## config.mk

```make
export PLATFORM = sky130hd
export DESIGN_NAME = read_iq
export DESIGN_NICKNAME = d
export VERILOG_FILES = /design/src/rtl/read_iq.sv
export SDC_FILE = /design/constraint.sdc
export NUM_CORES = 1
export LEC_CHECK = 0
export CORE_MARGIN = 2
export CORE_UTILIZATION = 56
export DETAILED_ROUTE_END_ITERATION = 10
export DONT_BUFFER_PORTS = 1
export PLACE_DENSITY = 0.71
export SLEW_MARGIN = 20
export SYNTH_ARGS = -nofsm -noshare
export SYNTH_HDL_FRONTEND = slang
export SYNTH_SLANG_ARGS = --single-unit
```

## constraint.sdc

```tcl
create_clock -name clock -period 2 [get_ports clock]
set_clock_uncertainty 0.1 [all_clocks]
set_input_delay 0.5 -clock clock [delete_from_list [all_inputs] [get_ports clock]]
set_output_delay 0.5 -clock clock [all_outputs]
set_load 0.03 [all_outputs]
```

## src/rtl/read_iq.sv

```systemverilog
// Byte-stream to I/Q sample formatter: pops four little-endian bytes per sample,
// scales each signed 16-bit component by 2^BITS and writes the pair to both output FIFOs.
module read_iq #(
  parameter int unsigned DATA_SIZE = 32,
  parameter int unsigned BYTE_SIZE = 8,
  parameter int unsigned BITS      = 10
) (
  input  logic                 clock,
  input  logic                 reset_n,
  input  logic [BYTE_SIZE-1:0] in_dout,
  input  logic                 in_empty,
  output logic                 in_rd_en,
  output logic [DATA_SIZE-1:0] i_out_din,
  input  logic                 i_out_full,
  output logic                 i_out_wr_en,
  output logic [DATA_SIZE-1:0] q_out_din,
  input  logic                 q_out_full,
  output logic                 q_out_wr_en
);

  localparam int unsigned SAMPLE_W = 2 * BYTE_SIZE;

  typedef enum logic [2:0] {
    S_ILO = 3'd0,
    S_IHI = 3'd1,
    S_QLO = 3'd2,
    S_QHI = 3'd3,
    S_WR  = 3'd4
  } state_t;

  state_t                state_q, state_d;
  logic [SAMPLE_W-1:0]   i_reg_q, i_reg_d;
  logic [SAMPLE_W-1:0]   q_reg_q, q_reg_d;
  logic [DATA_SIZE-1:0]  i_out_q, i_out_d;
  logic [DATA_SIZE-1:0]  q_out_q, q_out_d;
  logic                  wr_en;

  // Sign-extend to the datapath width, then move the integer into fixed point.
  function automatic logic [DATA_SIZE-1:0] quantize(input logic [SAMPLE_W-1:0] s);
    logic [DATA_SIZE-1:0] ext;
    ext = {{(DATA_SIZE - SAMPLE_W){s[SAMPLE_W-1]}}, s};
    return ext << BITS;
  endfunction

  always_comb begin
    state_d  = state_q;
    i_reg_d  = i_reg_q;
    q_reg_d  = q_reg_q;
    i_out_d  = i_out_q;
    q_out_d  = q_out_q;
    in_rd_en = 1'b0;
    wr_en    = 1'b0;
    case (state_q)
      S_ILO: begin
        // reset_n gate keeps the pop strobe low while reset is held
        if (!in_empty && reset_n) begin
          in_rd_en                = 1'b1;
          i_reg_d[BYTE_SIZE-1:0]  = in_dout;
          state_d                 = S_IHI;
        end
      end
      S_IHI: begin
        if (!in_empty) begin
          in_rd_en                       = 1'b1;
          i_reg_d[SAMPLE_W-1:BYTE_SIZE]  = in_dout;
          state_d                        = S_QLO;
        end
      end
      S_QLO: begin
        if (!in_empty) begin
          in_rd_en                = 1'b1;
          q_reg_d[BYTE_SIZE-1:0]  = in_dout;
          state_d                 = S_QHI;
        end
      end
      S_QHI: begin
        if (!in_empty) begin
          in_rd_en                       = 1'b1;
          q_reg_d[SAMPLE_W-1:BYTE_SIZE]  = in_dout;
          i_out_d                        = quantize(i_reg_q);
          q_out_d                        = quantize({in_dout, q_reg_q[BYTE_SIZE-1:0]});
          state_d                        = S_WR;
        end
      end
      S_WR: begin
        if (!i_out_full && !q_out_full) begin
          wr_en   = 1'b1;
          state_d = S_ILO;
        end
      end
      default: state_d = S_ILO;
    endcase
  end

  always_ff @(posedge clock or negedge reset_n) begin
    if (!reset_n) begin
      state_q <= S_ILO;
      i_reg_q <= '0;
      q_reg_q <= '0;
      i_out_q <= '0;
      q_out_q <= '0;
    end else begin
      state_q <= state_d;
      i_reg_q <= i_reg_d;
      q_reg_q <= q_reg_d;
      i_out_q <= i_out_d;
      q_out_q <= q_out_d;
    end
  end

  assign i_out_din   = i_out_q;
  assign q_out_din   = q_out_q;
  assign i_out_wr_en = wr_en;
  assign q_out_wr_en = wr_en;

endmodule

```

==> run_results.csv, run 1 <==
group,metric,value,unit
outcome,outcome,"finished clean",
drt,finalWirelength,4240,µm
die,start_util,0.572,
clock_network,cts_root_buffer,"clkbuf_8",
drt,wl_per_cell,18.0,µm
die,rows,25,
clock_network,clk-insertion-delay-late,0.32,ns
timing,tns,0,ns
setup_path,arrival,1.31,ns
timing,setup_viol,0,
finish,nFillCells,357,
place,portBuffers,0,
global_route,grt_pass1_wl,6700,µm
finish,n_antenna_cell,0,
timing,max_freq,0.523,GHz
place,dp.cells,214,
power_and_ir_drop,power.total,5480,µW
timing,hold_viol_final,0,
finish,final_common_cell,"dfrtp_1",
setup_path,crit_fanout,5,
setup_path,path_cells,"buf_4 > o31a_1",
timing,period_share,0.955,
die,die_x,73,µm
drt,route.antenna.remaining_nets,0,
finish,final_cell_mix,"dfrtp_1, mux2_4, mux2_2, conb_1, clkbuf_8",
place,gp_congestion,0.758,
clock_network,cts_inserted_buffers,9,
drt,drc,0,
setup_path,critPathBufInv,1,
yosys,ys_warn_count,0,
yosys,synth_area,2670,µm²
global_route,antenna_found_initial,0,
worst_hold_path,min_path_type,"input pin to register",
drt,viasPerCell,5.39,
setup_path,slowest_stage,"dfrtp_2",
finish,ff_latch_area,1480,µm²
die,die-area,5330,µm²
power_and_ir_drop,p_per_area,1930,nW/µm²
clock_network,ctsLongestPathBuffers,2,
timing,finalCriticalPeriod,1.91,ns
setup_path,cp_top_family,"flip-flops",
setup_path,crit_path_end_kind,"output pin",
yosys,avgSynthCellArea,15.3,µm²
setup_path,critPathRequiredTime,1.40,ns
setup_path,crit_path_start_kind,"register",
die,chipHeight,73,µm
flow_run,drv_cap,0,
setup_path,cpPeakStageDelay,0.44,ns
finish,syn2layout_area_growth,6.66,%
clock_network,clock-sinks,59,
timing,rsz0062_at_grt,"false",
global_route,first_global_vias,1336,
global_route,grt_max_degree,60,
yosys,syn-instance-count,174,
global_route,grt_overflow,0,
yosys,async_reset_ff_frac,1.00,
power_and_ir_drop,leakagePower,0.00129,µW
clock_network,htree_levels,3,
drt,drtIter0Drc,38,
timing,finalMaxSlewViolations,0,
yosys,yosys_register_bits,59,
yosys,synth_ff_type,"dfrtp_1",
finish,fin_util,0.610,
finish,multi_input_area,967,µm²
finish,final-instance-count-excl-fill,235,
clock_network,cts_tree,"done",
yosys,synth_edf_count,0,
place,hpwl,2770,µm
yosys,synth.distinct_cells,22,
die,io_pins,80,
die,core_area,4660,µm²
setup_path,critical_path_class,"register to output pin",
finish,final_layout_size_suffix_gt1_frac,0.497,
finish,final_nets,189,
clock_network,clk_pin_slew,0.06,ns
power_and_ir_drop,max-vdd-ir-drop,0.000919,V
drt,vias,1266,
drt,dr.pass1.iters,4,
global_route,grtUsageTotal,0.174,
yosys,ys_seq_area_frac,0.554,
## worst paths after layout
| check | from | endpoint | slack (ns) | depth (start not counted) |
|---|---|---|---|---|
| hold / removal | in_dout[6] | q_reg_q[6] | 0.21 | 1 |
| setup / recovery | state_q[0] | in_rd_en | 0.09 | 2 |
| min in group asynchronous | reset_n | i_out_din[12] | 0.61 | 2 |
| setup reg to reg | state_q[2] | i_out_din[25] | 0.32 | 4 |
| hold reg to reg | q_reg_q[6] | q_reg_q[6] | 0.40 | 1 |
| max in group asynchronous | reset_n | state_q[2] | 0.94 | 2 |
## metal layers
metal,track usage,wire [µm],vias to the layer above
met4,0.0823,44,0
met2,0.260,2080,59
met3,0.0843,364,7
met1,0.209,1740,658
met5,0,0,-
li1,-,-,542
## power by group
group	total, µW	switching (µW)	internal (µW)
clock network	934	420	514
registers	2870	1080	1790
logic	1670	731	941
## cell type report
cell class,count,area share
clock buffer,14,0.0572
clock inverter,2,0.00352
multi-input combinational,94,0.340
sequential,59,0.521
tap,54,0.0238
timing repair buffer,12,0.0541
## registers in the layout, indices dropped and copies added, names as in the netlist
signal	count
i_out_din	16
state_q	3
i_reg_q	16
q_out_din	16
q_reg_q	8
## through the flow
step	instance area, µm²	hold slack (ns)	setup slack (ns)
after floorplan	2750	0.104	0.121
after global placement	2600	0.106	0.303
after detailed placement	2600	0.106	0.278
after CTS	2820	0.195	0.00635
after global routing	2840	0.201	0.0160
final	2840	0.210	0.0891
## Yosys cell counts (2+ instances only)
cell | number | area (µm²)
buf_4 | 33 | 248
buf_6 | 4 | 45.0
clkbuf_2 | 2 | 10.0
dfrtp_1 | 59 | 1480
mux2_2 | 26 | 293
mux2_4 | 29 | 435
nand2_1 | 2 | 7.51
nor2_1 | 4 | 15.0
nor4b_4 | 2 | 47.6
## cells by family (layout without fill, tap and decap cells)
| family | count (synthesis) | count (layout) | synth area share |
|---|---|---|---|
| DFF | 59 | 59 | 0.554 |
| muxes | 56 | 56 | 0.277 |
| buffers and inverters | 40 | 28 | 0.115 |
| and+or+nand+nor | 13 | 13 | 0.0389 |
| AOI/OAI and AO/OA | 4 | 4 | 0.00985 |
| other | 1 | 20 | 0.00141 |
| xor gates and xnor gates | 1 | 1 | 0.00329 |
## timing repair
item,in CTS,in global routing
resized for setup,4,1
setup endpoints to repair,2,2
hold buffers,2,0
setup buffers,0,3
hold endpoints to repair,59,0
Note: power is estimated with default switching activity, not from simulation.
==> run 2, diff against run 1 <==
--- a/config.mk
+++ b/config.mk
@@ -9,6 +9,7 @@
 export CORE_UTILIZATION = 56
 export DETAILED_ROUTE_END_ITERATION = 10
 export DONT_BUFFER_PORTS = 1
+export GPL_ROUTABILITY_DRIVEN = 1
 export PLACE_DENSITY = 0.71
 export SLEW_MARGIN = 20
 export SYNTH_ARGS = -nofsm -noshare
==> results of run 2 <==
Same layout as run 1: the final DEF is identical, and so are final timing and power.
